File: config.mk
export PLATFORM = sky130hd
export DESIGN_NAME = prog_loader
export DESIGN_NICKNAME = d
export VERILOG_FILES = /design/src/rtl/prog_loader_pkg.sv /design/src/rtl/prog_loader_byte_packer.sv /design/src/rtl/prog_loader.sv
export SDC_FILE = /design/constraint.sdc
export NUM_CORES = 1
export LEC_CHECK = 0
export BUFFER_PORTS_ARGS = -buffer_cell sky130_fd_sc_hd__clkbuf_2
export CELL_PAD_IN_SITES_DETAIL_PLACEMENT = 0
export CELL_PAD_IN_SITES_GLOBAL_PLACEMENT = 2
export CORE_UTILIZATION = 25
export DETAILED_ROUTE_END_ITERATION = 6
export PLACE_DENSITY_LB_ADDON = 0.15
export RECOVER_POWER = 100
export SLEW_MARGIN = 15
export SYNTH_ARGS = -nofsm -noshare
export SYNTH_HDL_FRONTEND = slang
export SYNTH_SLANG_ARGS = --single-unit
File: constraint.sdc
create_clock -name clock -period 13.3 [get_ports clock]
set_clock_uncertainty 0.15 [all_clocks]
set_input_delay 2.66 -clock clock [delete_from_list [all_inputs] [get_ports clock]]
set_output_delay 2.66 -clock clock [all_outputs]
set_load 0.02 [all_outputs]
File: src/rtl/prog_loader_pkg.sv
// prog_loader_pkg: shared state encoding and stream framing constants for the program loader.
package prog_loader_pkg;
  typedef enum logic [2:0] {IDLE, HDR0, HDR1, DATA, DONE, ERR} state_e;
  localparam int HDR_BYTES = 2;
  localparam int BYTES_PER_WORD = 4;
endpackage

File: src/rtl/prog_loader_byte_packer.sv
// byte_packer: assembles little-endian bytes into 32-bit words, flagging the byte that completes a word.
module byte_packer
  import prog_loader_pkg::*;
(
  input  logic        clk_i,
  input  logic        rst_i,
  input  logic        clr_i,
  input  logic        en_i,
  input  logic [7:0]  data_i,
  output logic        word_valid_o,
  output logic [31:0] word_o
);
  localparam int IW = $clog2(BYTES_PER_WORD);
  logic [IW-1:0] idx_q, idx_d;
  logic [31:0] asm_q, asm_d;
  always_comb begin
    asm_d = asm_q;
    asm_d[{idx_q, 3'b000} +: 8] = data_i;
    idx_d = idx_q + 1'b1;
  end
  // the completed word is presented combinationally so the top can register it as the write
  assign word_valid_o = en_i && idx_q == IW'(BYTES_PER_WORD - 1);
  assign word_o = asm_d;
  always_ff @(posedge clk_i or posedge rst_i) begin
    if (rst_i) begin
      idx_q <= '0;
      asm_q <= '0;
    end else if (clr_i) begin
      idx_q <= '0;
      asm_q <= '0;
    end else if (en_i) begin
      idx_q <= idx_d;
      asm_q <= asm_d;
    end
  end
endmodule

File: src/rtl/prog_loader.sv
// prog_loader: parses a UART header plus little-endian words and writes them into program memory.
module prog_loader
  import prog_loader_pkg::*;
#(
  parameter int ADDR_W = 14,
  parameter int TIMEOUT_CYC = 1_000_000
) (
  input  logic              clock,
  input  logic              reset,
  input  logic              start_pg,
  input  logic              rx_valid,
  input  logic [7:0]        rx_data,
  output logic              wen,
  output logic [ADDR_W-1:0] waddr,
  output logic [31:0]       wdata,
  output logic              busy,
  output logic              done,
  output logic              err
);
  localparam int TW = $clog2(TIMEOUT_CYC + 1);
  state_e state_q;
  logic [15:0] n_q;
  logic [ADDR_W-1:0] wcnt_q, waddr_q;
  logic [TW-1:0] tmo_q;
  logic [31:0] wdata_q, word;
  logic wen_q, done_q, err_q, word_valid, in_session;
  logic [15:0] n_hdr;
  assign in_session = state_q == HDR0 || state_q == HDR1 || state_q == DATA;
  assign n_hdr = {rx_data, n_q[7:0]};
  byte_packer u_packer (
    .clk_i       (clock),
    .rst_i       (reset),
    .clr_i       (start_pg),
    .en_i        (rx_valid && state_q == DATA && !start_pg),
    .data_i      (rx_data),
    .word_valid_o(word_valid),
    .word_o      (word)
  );
  always_ff @(posedge clock or posedge reset) begin
    if (reset) begin
      state_q <= IDLE;
      n_q     <= '0;
      wcnt_q  <= '0;
      tmo_q   <= '0;
      wen_q   <= 1'b0;
      waddr_q <= '0;
      wdata_q <= '0;
      done_q  <= 1'b0;
      err_q   <= 1'b0;
    end else begin
      wen_q <= 1'b0;
      if (start_pg) begin
        state_q <= HDR0;
        wcnt_q  <= '0;
        tmo_q   <= '0;
        done_q  <= 1'b0;
        err_q   <= 1'b0;
      end else if (in_session) begin
        if (rx_valid) begin
          tmo_q <= '0;
          case (state_q)
            HDR0: begin
              n_q[7:0] <= rx_data;
              state_q  <= HDR1;
            end
            HDR1: begin
              n_q[15:8] <= rx_data;
              if (n_hdr == 16'd0) begin
                state_q <= DONE;
                done_q  <= 1'b1;
              end else if (32'(n_hdr) > (32'd1 << ADDR_W)) begin
                state_q <= ERR;
                err_q   <= 1'b1;
              end else state_q <= DATA;
            end
            default: if (word_valid) begin
              wen_q   <= 1'b1;
              waddr_q <= wcnt_q;
              wdata_q <= word;
              wcnt_q  <= wcnt_q + 1'b1;
              if (32'(wcnt_q) + 32'd1 == 32'(n_q)) begin
                state_q <= DONE;
                done_q  <= 1'b1;
              end
            end
          endcase
        end else if (tmo_q == TW'(TIMEOUT_CYC - 1)) begin
          state_q <= ERR;
          err_q   <= 1'b1;
        end else tmo_q <= tmo_q + 1'b1;
      end
    end
  end
  assign wen = wen_q;
  assign waddr = waddr_q;
  assign wdata = wdata_q;
  assign busy = in_session;
  assign done = done_q;
  assign err = err_q;
endmodule

# Yosys cells after proc, flatten, opt, wreduce, memory -nomap -nowiden
# Cells that the tools add are included.
# Widths: inputs -> output; s select.
totals:
  regBits: 136
  input_bits: 12
  out_inout_bits: 50
op_classes:
  n_addsub: 5
  magnitude_cmp: 1
  eq_ne: 15
  n_shift: 2
  muxes: 42
  n_bitwise: 2
  reduce_logical: 23
ops:
  columns: ["op", "n"]
  rows:
  - ["$mux 20", 4]
  - ["$mux 14", 5]
  - ["$mux 32", 2]
  - ["$bwmux 32", 1]
  - ["$shift 8x7->32 const A", 1]
  - ["$shiftx 8x7->32", 1]
  - ["$mux 3", 8]
  - ["$add 20x1->20 const B", 1]
  - ["$eq 20x20->1 const B", 1]
  - ["$mux 1", 18]
  - ["$eq 15x16->1", 1]
  - ["$gt 16x15->1 const B", 1]
  - ["$logic_not 16->1", 1]
  - ["$reduce_and 4->1", 4]
  - ["$add 14x1->15 const B", 1]
  - ["$add 14x1->14 const B", 1]
  - ["$ne 5x2->1 const B", 2]
  - ["$reduce_and 5->1", 2]
  - ["$ne 3x2->1 const B", 3]
  - ["$reduce_bool 3->1", 3]
  - ["$reduce_bool 2->1", 4]
  - ["$neg 5->7", 1]
  - ["$eq 3x2->1 const B", 2]
  - ["$ne 3x3->1 const B", 2]
  - ["15 further kinds", 20]

# Logic depth before layout (Yosys ltp)
logic_depth:
  ltp_word: 9
  ltp_mapped: 9

# Modules after synthesis
# From an unflattened synthesis, not the netlist that was laid out.
hier_totals:
  cells_unflattened: 659
  hier_area_um2: 6836.6
modules_own_cells:
  columns: ["module", "instances", "cells_each", "area_each_um2"]
  rows:
  - ["prog_loader", 1, 422, 4810.9]
  - ["byte_packer", 1, 237, 2025.7]

# Worst setup path after synthesis
# No wires, ideal clock.
synth_path:
  kind: "input -> register"
  from: "input start_pg"
  to: "register state_q[1]"
  setup_time_ns: 0.120
  t_arrival_ns: 4.430
  t_required_ns: 13.030
  setup_slack_ns: 8.600
  stages: 7
  path_buffers: 1
  cell_sequence: "clkbuf_1 nand4b_1 a311oi_1 nand4_1 or4_4 or3_4 a31o_1"
synth_via:
  elab_chain_cells: 5
synth_rtl:
  columns: ["item", "line_no", "text"]
  rows:
  - ["from (decl)", "prog_loader.sv:10", "input logic start_pg,"]
  - ["$logic_not 1->1", "prog_loader.sv:34", ".en_i (rx_valid && state_q == DATA && !start_pg),"]
  - ["$logic_and 1x1->1", "prog_loader.sv:34", null]
  - ["$logic_and 1x1->1", "prog_loader_byte_packer.sv:22", "assign word_valid_o = en_i && idx_q == IW'(BYTES_PER_WORD - 1);"]
  - ["$ne 5x2->1 (no source line)", null, null]
  - ["$reduce_and 4->1 (no source line)", null, null]
  - ["to (signal assigned)", "prog_loader.sv:41", "state_q <= IDLE;"]
  - ["to (signal assigned)", "prog_loader.sv:53", "state_q <= HDR0;"]
  - ["to (signal assigned)", "prog_loader.sv:64", "state_q <= HDR1;"]
  - ["to (decl)", "prog_loader.sv:21", "state_e state_q;"]
# Several ways; a longest one is shown, not always the timed one.
# A chain may end at the register's enable or synchronous reset.

==> impl_results.md <==
* Setup violators final at 0
* Final worst path period need at ~7.5 ns
* CP max FO at 68
* Period utilization at a little under three fifths
* Layout Nets at between 700 and 800
* Drc violations at 0
* TNS Setup at 0 ns
* Max cap viols at 4
* Synth area leaders: dfrtp_1 50%, nand2_1 6.1%, a22o_1 3.4%
* 1st-pass router iterations at 5
* Sequential-to-total area share from yosys stat at just over 50%
* Post-layout util at between 30% and 40%
* Area delta synth->final at 17.3%
* Post-synth EDFFs at 0
* Wire length on met3 at approximately 600 um
* Antenna-violating nets left at 0
* CP arrival at between 7 and 8 ns
* Number of core rows at 57
* FF+latch count, synth at 128
* I/O pin cnt at 62
* Clock latency on the worst-skew pair at 0.41 ns
* Switch Pwr at 294 uW
* Port bufs at 61
* CTS root buf: clkbuf_16
* Routed wire length at around 18000 um
* Initial core utilization at ~26%
* Final Hold Fails at 0
* First-pass GRT wire length at just under 30000 um
* DR WL/cell at 17.4 um
* GR Overflow Total at 0
* Largest net degree at the start of global routing at between 60 and 70
* Synth cell types at 59
* Max Freq at approximately 130 MHz
* Async SR Flop Fraction at between 90% and 100%
* Metal2 WL at 8530 um
* Post-CTS Setup Inserts at 0
* Top-count cell post-synth: dfrtp_1
* Syn Nets at ~680
* Register share of total power at a little over two fifths
* Yosys top cell by area: dfrtp_1
* M1 WL at 8740 um
* Vias per std cell at between 4 and 5
* Max clock buf depth at 2
* CTS tree: done
* Crit Path Category: in -> async
* PnR worst setup slack at roughly 5.8 ns
* RSZ-0062 raised after global routing: no
* Antenna Cells at 0
* GRT Overall Usage at 14.5%
* Pint at between 700 and 800 uW
* Crit. End Element: async pin
* WP data required at 12.89 ns
* DPL Wire Length at 12200 um
* Startpoint Class: primary input
* Post-Syn Instances at 660
* Max VDD drop at between 0.07 and 0.08 mV
* HP Class: reg -> reg
* Post-synthesis cell area at 0.00635 mm2
* Final Power at around 1100 uW
* Share of layout cells above drive strength 1 at around 9.0%
* Core ar. at about 0.025 mm2
* Clk pwr share at between 40% and 50%
* Pwr Density at 143 mW/mm2
* Static leakage at 0.00321 uW
* Synth Area per Inst at between 9 and 10 um2
* Relative slew slack at -128%
* Comb pwr share at a little over an eighth
* Die Ht at 161 um
* Most frequent cells after synthesis: 128 x dfrtp_1, 104 x nand2_1, 48 x nor2_1
* CTS buffer count at 17
* # hold bufs at CTS at 0
* Via count at 4967
* First DRT Iteration DRCs at between 200 and 300
* Initial antenna violation count at 0
* Outcome: finished, violations left
* Syn. warnings at 0
* GPL Wtd Cong at 0.750
* CTS clk-pin slew, worst paths at about 0.06 ns
* Violated checks: max-capacitance violations, max-slew violations
* Die ar. at about 0.026 mm2
* Sw frac at 27.5%
* Clk sink count at roughly 130
* H-tree depth at 4
* Post_cts resized at 0
* Post-synth top area share at roughly 50%
* Main flop type after synthesis: dfrtp_1
* Slew Viols, Final at 209
* Final-layout fill cell count at approximately 2600
* Vias in the first global route at 4973
* Uppermost routed layer: met4
* Worst-margin pin slew at 3.42 ns
* Die width at ~160 um
* Worst slack, placed at roughly 8.0 ns
worst paths after layout:
path,from,end,slack [ns],cells past startpoint
worst min-delay path,wdata[21],wdata[21],0.32,2
worst max-delay path,reset,wdata[25],5.77,3
min in group asynchronous,reset,wcnt_q[4],2.98,2
worst min register to register,wdata[21],wdata[21],0.32,2
max in group clock,start_pg,wcnt_q[12],6.57,7
worst max register to register,u_packer.idx_q[0],wcnt_q[12],9.22,7
metrics by stage:
step	hold WS [ns]	instance area, um2	cells
floorplan	0.308	6350	660
global placement	0.312	6940	1007
detailed placement	0.313	6940	1007
CTS	0.327	7530	1038
global route	0.342	7450	1038
finish	0.324	7450	1038
state kept, by name, summed over array words and instances, names as in the netlist:
| signal | cells |
|---|---|
| wdata | 32 |
| u_packer.asm_q | 24 |
| tmo_q | 20 |
| n_q | 16 |
| waddr | 14 |
| wcnt_q | 14 |
| state_q | 3 |
| u_packer.idx_q | 2 |
| done | 1 |
| err | 1 |
| wen | 1 |
per-layer routing:
layer	up-vias	track usage, %
met3	15	2.62
met4	0	4.55
met2	106	23.2
met5	-	0
met1	2454	19.6
li1	2392	-
logic make-up after synthesis:
family	synth area share, %
simple gates	21.9
compound gates	13.9
flops	50.4
buf+inv	3.51
xor+xnor	6.07
mux	2.82
fa+ha+maj	1.38
layout make-up:
type / count / area, um2 / share of cell area, %
clock buffers: 18 / 429 / 5.76
repair buffers: 67 / 269 / 3.61
inverters: 13 / 50.0 / 0.672
well taps: 324 / 405 / 5.44
clock inverters: 13 / 165 / 2.22
flip-flops and latches: 128 / 3200 / 43.0
multi-input cells: 475 / 2930 / 39.3
cells in the final DEF (no fill, tap or decap), types with 5 or more instances in the layout:
master     synthesis  routed
ha_1               7       7
xor2_1            24      24
nor3_1            11      11
a21oi_1           39      39
xnor2_1           20      20
nor2_1            48      48
and4_1             6       6
inv_1             13      12
dfrtp_1          128     128
o211ai_1           6       6
nand2_1          104     104
o21ai_0           37      37
and3_1             7       7
nor2b_1           28      28
clkbuf_16          0      17
clkinv_4           0       5
nor4_1             9       9
nand4_1           10      10
clkbuf_1          34      58
clkbuf_2           1       8
nand3_1           21      21
a22o_1            25      25
mux2_2            15      15
worst max-delay path, stage by stage:
cell and delay [ns]:
clkbuf_2 0.08, clkinvlp_2 1.76, clkbuf_1 2.51
power by group through the flow:
stage	Combinational, uW	Clock, uW	Sequential, uW
2_1_floorplan	112	0	443
3_3_place_gp	146	0	455
3_5_place_dp	147	0	455
4_1_cts	148	488	448
5_1_grt	160	504	453
6_report	144	476	449
Power figures use the tool's default switching activity.
